$ cat config.mk
export PLATFORM = sky130hd
export DESIGN_NAME = alu_operand_arbiter
export DESIGN_NICKNAME = d
export VERILOG_FILES = /design/src/rtl/alu_operand_arbiter.sv
export SDC_FILE = /design/constraint.sdc
export NUM_CORES = 1
export LEC_CHECK = 0
export CAP_MARGIN = 20
export CORE_UTILIZATION = 32
export DETAILED_ROUTE_END_ITERATION = 7
export DONT_BUFFER_PORTS = 1
export GPL_TIMING_DRIVEN = 1
export SYNTH_ARGS = -nofsm -noshare
export SYNTH_HDL_FRONTEND = slang
export SYNTH_SLANG_ARGS = --single-unit
$ cat constraint.sdc
create_clock -name clk -period 3.85 [get_ports clk]
set_clock_uncertainty 0.1 [all_clocks]
set_input_delay 0.77 -clock clk [delete_from_list [all_inputs] [get_ports clk]]
set_output_delay 0.77 -clock clk [all_outputs]
set_load 0.02 [all_outputs]
$ cat src/rtl/alu_operand_arbiter.sv
// alu_operand_arbiter: round-robin arbiter that shares one WIDTH-bit operand
// path between the fetch side (req0) and the execute side (req1). The
// selected word is captured in a one-entry valid/ready output buffer.
// Optional macro ALU_OPERAND_ARBITER_GRANT_CNT_EN adds saturating per-requester
// grant counters; without it the grant_cnt ports read zero.
module alu_operand_arbiter #(
    parameter int WIDTH = 32,
    parameter int CNT_W = 16
) (
    input  logic             clk,
    input  logic             reset,
    input  logic             req0_valid,
    input  logic [WIDTH-1:0] req0_data,
    output logic             req0_ready,
    input  logic             req1_valid,
    input  logic [WIDTH-1:0] req1_data,
    output logic             req1_ready,
    output logic             mux_sel,
    output logic             out_valid,
    output logic [WIDTH-1:0] out_data,
    output logic             out_src,
    input  logic             out_ready,
    output logic [CNT_W-1:0] grant_cnt0,
    output logic [CNT_W-1:0] grant_cnt1
);

    typedef enum logic {EMPTY = 1'b0, FULL = 1'b1} state_e;

    state_e           state_q, state_d;
    logic [WIDTH-1:0] out_data_q, out_data_d;
    logic             out_src_q, out_src_d;
    logic             last_grant_q, last_grant_d;
    logic             mux_sel_q, mux_sel_d;
    logic [WIDTH-1:0] mux_out;
    logic             can_accept, grant0, grant1, grant;

    // Round-robin grant; nothing is accepted in a reset cycle so no
    // handshake completes while state is being discarded.
    always_comb begin
        can_accept = (state_q == EMPTY) || out_ready;
        grant0     = !reset && can_accept && req0_valid && (!req1_valid || last_grant_q);
        grant1     = !reset && can_accept && req1_valid && (!req0_valid || !last_grant_q);
        grant      = grant0 || grant1;
        // Select follows the winner; holds its last value when idle so it never toggles needlessly.
        mux_sel_d  = grant ? grant1 : mux_sel_q;
    end

    // 2:1 operand mux built from 4-bit slices.
    for (genvar g = 0; g < WIDTH / 4; g++) begin : g_slice
        assign mux_out[4*g +: 4] = mux_sel_d ? req1_data[4*g +: 4] : req0_data[4*g +: 4];
    end

    // Buffer FSM and capture of the selected operand.
    always_comb begin
        state_d      = state_q;
        out_data_d   = out_data_q;
        out_src_d    = out_src_q;
        last_grant_d = last_grant_q;
        case (state_q)
            EMPTY: if (grant) state_d = FULL;
            FULL:  if (!grant && out_ready) state_d = EMPTY;
            default: state_d = EMPTY;
        endcase
        if (grant) begin
            out_data_d   = mux_out;
            out_src_d    = mux_sel_d;
            last_grant_d = mux_sel_d;
        end
    end

    // State registers; last_grant resets to 1 so req0 wins first contention.
    always_ff @(posedge clk) begin
        if (reset) begin
            state_q      <= EMPTY;
            out_data_q   <= '0;
            out_src_q    <= 1'b0;
            last_grant_q <= 1'b1;
            mux_sel_q    <= 1'b0;
        end else begin
            state_q      <= state_d;
            out_data_q   <= out_data_d;
            out_src_q    <= out_src_d;
            last_grant_q <= last_grant_d;
            mux_sel_q    <= mux_sel_d;
        end
    end

    assign req0_ready = grant0;
    assign req1_ready = grant1;
    assign mux_sel    = mux_sel_d;
    assign out_valid  = (state_q == FULL);
    assign out_data   = out_data_q;
    assign out_src    = out_src_q;

`ifdef ALU_OPERAND_ARBITER_GRANT_CNT_EN
    logic [CNT_W-1:0] grant_cnt0_q, grant_cnt0_d;
    logic [CNT_W-1:0] grant_cnt1_q, grant_cnt1_d;

    // Saturating grant counters; they stop at all-ones instead of wrapping.
    always_comb begin
        grant_cnt0_d = grant_cnt0_q;
        grant_cnt1_d = grant_cnt1_q;
        if (grant0 && (grant_cnt0_q != {CNT_W{1'b1}})) grant_cnt0_d = grant_cnt0_q + 1'b1;
        if (grant1 && (grant_cnt1_q != {CNT_W{1'b1}})) grant_cnt1_d = grant_cnt1_q + 1'b1;
    end

    // Counter registers.
    always_ff @(posedge clk) begin
        if (reset) begin
            grant_cnt0_q <= '0;
            grant_cnt1_q <= '0;
        end else begin
            grant_cnt0_q <= grant_cnt0_d;
            grant_cnt1_q <= grant_cnt1_d;
        end
    end

    assign grant_cnt0 = grant_cnt0_q;
    assign grant_cnt1 = grant_cnt1_q;
`else
    assign grant_cnt0 = '0;
    assign grant_cnt1 = '0;
`endif

endmodule

[Word-level counts from Yosys, hierarchy flattened]
Index checks and enable logic that the tools add are counted.
Storage, ports and cells
  bits in registers: 36
  word-level logic and storage cells: 33
  output and inout port bits: 69
  input bits: 69
Operators by class
  bitwise logic cells: 1
  multiplexer cells: 12
  reduce and logical (&&, ||, !) cells: 15
Operators by type and width (count)
  two-way mux 4 bit: 8
  logical AND 1 bit: 6
  logical NOT 1 bit: 5
  logical OR 1 bit: 4
  two-way mux 1 bit: 3
  one-hot mux 1 bit (2 select lines): 1
  NOT 1 bit: 1

[Logic depth before layout (Yosys ltp)]
  word-level depth: 10
  mapped depth: 5
  mapped depth without buffers: 3

[Least setup slack after synthesis]
No wires, ideal clock.
  path kind: input -> output
  start: in out_ready
  end: out mux_sel
  buffers on the path: 2
  path slack: 1367 ps
  required time: 2980 ps
  cell stages on the path: 5
  arrival time: 1613 ps
  path through: nand2b_1 > buf_4 > and3_1 > buf_2 > o21a_1
On the way
  word-level cells in the longest chain between the ends: 6
  elaborated cells on any way between the ends: 8
  classes of those cells: mux: 1; reduce/logical: 7
RTL lines
  start: declaration: RTL line 22  | input logic out_ready,
  logical OR 1 bit *: RTL line 40  | can_accept = (state_q == EMPTY) || out_ready;
  logical AND 1 bit * (3 in a row): RTL line 42  | grant1 = !reset && can_accept && req1_valid && (!req0_valid || !last_grant_q);
  named net req1_ready: RTL line 17  | output logic req1_ready,
  logical OR 1 bit: RTL line 43  | grant = grant0 || grant1;
  two-way mux 1 bit *: RTL line 45  | mux_sel_d = grant ? grant1 : mux_sel_q;
  end: declaration: RTL line 18  | output logic mux_sel,
Mark *: on every way through the listed nets, which the timed path passes. The rest lies on a longest branch.

[Worst setup path in the final report]
Same ends and word-level chain as after synthesis.

==> summary.txt <==
Post-synthesis cell count: 197
# fillers: 586
Maxcap violations: 0
TritonCTS clock tree: built
Syn-to-layout area delta: 0.6696%
WL per Instance: 16.67 um
Synth Area in XOR/XNOR: 0%
Die Width: 78.41 um
Reg power frac: 50.1%
RSZ-0062 raised after global routing: no
Reg area: 720.7 um2
GP Congestion: 0.6238
Fin cells: 264
Compound-Gate Fraction of Synth Area: 33.29%
Clk sinks: 36
Detailed Route Iter0 Violations: 80
Final wirelength: 4.400 mm
GRT overflow: 0
Postcts setup bufs: 0
Antenna violations before repair: 0
Vias in the first global route: 1,333
VDD IR-drop max: 0.2250 mV
CP Max Fanout: 17
Area of the multi-input gates: 785.8 um2
Clk Latency, worst-skew pair: 0.28 ns
Inst Count DP: 256
Final net count: 260
DRC: 0
Sw Share: 30.12%
Final Hold Vio Count: 0
DP Wirelength: 2.978 mm
Initial core utilization: 33.51%
Die area: 0.006147 mm2
Crit end category: output port
Port bufs: 0
Core ar.: 0.005574 mm2
Yosys warnings: 0
Die H: 78.41 um
Psw: 276.5 uW
H-Tree Depth: 2
Vias post-DR: 1,406
Layout cells sized above 1: 25.00%
Most frequent cells in the layout: 36 x dfxtp_1, 33 x inv_1, 32 x a31oi_1, 32 x conb_1, 30 x o221a_2
CP Data Required Time: 2.98 ns
Post-Syn Area: 0.001868 mm2
Final Setup Violations: 0
Clk buf depth: 2
Post-Synth Adder-Cell Area: 0%
Antenna cells: 0
Largest net degree at the start of global routing: 36
Gate power share: 13.7%
Slew Limit Fails: 0
FF+latch count, synth: 36
Min Tclk post-route: 2.638 ns
Commonest non-fill, non-tap cell in the layout: dfxtp_1
Post-CTS sizing: 0
Num ports: 138
Mux share of post-synthesis cell area: 0%
First-pass GRT wire length: 6.603 mm
Leakage: 0.0008807 uW
Seq/Total Area, Yosys: 38.58%
TritonRoute pass-1 iters: 4
Fin crit share: 68.53%
Status: finished, final reports clean
Internal: 641.4 uW
Netlist cell types: 22
Power Dens Cells: 488.1 mW/mm2
Crit Path Category: in -> out
Number of cell rows: 27
Simple-gate area share of the yosys netlist: 2.344%
Setup TNS: 0 ns
Worst Setup Start Kind: input port
DR vias/cell: 5.326
Max Freq: 0.3790 GHz
Clock transition at path regs: 0.07 ns
Post-DRT Antenna Nets: 0
CTS buffer count: 5
Tightest Hold Check Type: reg -> reg
Root buffer cell: clkbuf_8
CTS hold repair buffers: 0
Largest family of logic cells by synthesized area: compound AO/OA/AOI/OAI gates
Tot GR Track Use: 14.21%
Syn_area_per_cell: 9.482 um2
Worst Path Arrival: 1.77 ns
Clock share of power: 36.2%
-- cell families after synthesis --
family | count (synthesis)
flip-flops | 36
buffers and inverters | 84
AND/OR/NAND/NOR | 5
AO/OA/AOI/OAI | 71
other | 1
-- per-layer routing --
layer / wire length, um / global-route usage [%] / up-vias
met5: 0 / 0 / -
met2: 1958 / 23.51 / 100
met4: 53 / 5.000 / 0
met3: 467 / 6.163 / 5
met1: 1920 / 16.23 / 661
li1: - / - / 640
-- worst paths after layout --
kind,cells past startpoint,startpoint,slack (ns),to
hold reg to reg,1,mux_sel_q,0.43,mux_sel_q
setup / recovery,4,out_ready,1.21,mux_sel
setup reg to reg,5,out_valid,1.90,out_data[22]
hold / removal,1,mux_sel_q,0.43,mux_sel_q
-- critical path, stage by stage --
cell and delay, ns:
nand2b_1 0.08, buf_4 0.23, and3_1 0.41, o21a_1 0.27
-- power groups by stage --
stage | logic, uW | clock network [uW] | registers [uW]
global placement | 124 | 0 | 468
global route | 138 | 371 | 463
floorplan | 143 | 0 | 462
finish | 126 | 333 | 459
CTS | 127 | 346 | 460
detailed placement | 127 | 0 | 469
-- metrics by stage --
step	setup WS [ns]	instance area [um2]	hold slack (ns)	total power, uW	utilization (%)
2_1_floorplan	1.367	1984	0.3710	604.7	-
4_1_cts	1.205	1881	0.4365	932.4	33.74
3_3_place_gp	1.227	1769	0.3997	592.5	31.74
5_1_grt	1.149	1881	0.4353	972.6	33.74
6_report	1.212	1881	0.4295	917.8	33.74
3_5_place_dp	1.209	1769	0.4155	595.3	31.74
-- registers in the layout, summed over array words and instances (netlist names) --
register      cells
last_grant_q      1
mux_sel_q         1
out_data         32
out_src           1
out_valid         1
-- final cells by class --
class,count,share of cell area (%)
clock buffer,5,3.659
clock inverter,3,2.262
inverter,34,6.786
multi-input combinational,108,41.78
sequential,36,38.32
tap,72,4.790
timing repair buffer,6,2.395
-- Yosys cell counts, drive strengths merged --
library cell,n,share of area (%)
buf,49,19
nand4,1,1.1
a31o,1,0.47
a21boi,1,0.60
inv,34,6.8
clkbuf,1,0.20
nor2,1,0.20
a21oi,1,0.27
a211o,1,0.47
conb,1,0.20
dfxtp,36,39
a31oi,32,11
o211a,2,1.1
and3,1,0.34
nand2b,2,0.67
o21a,1,0.40
o221a,32,19
Note: power is estimated with default switching activity, not from simulation.
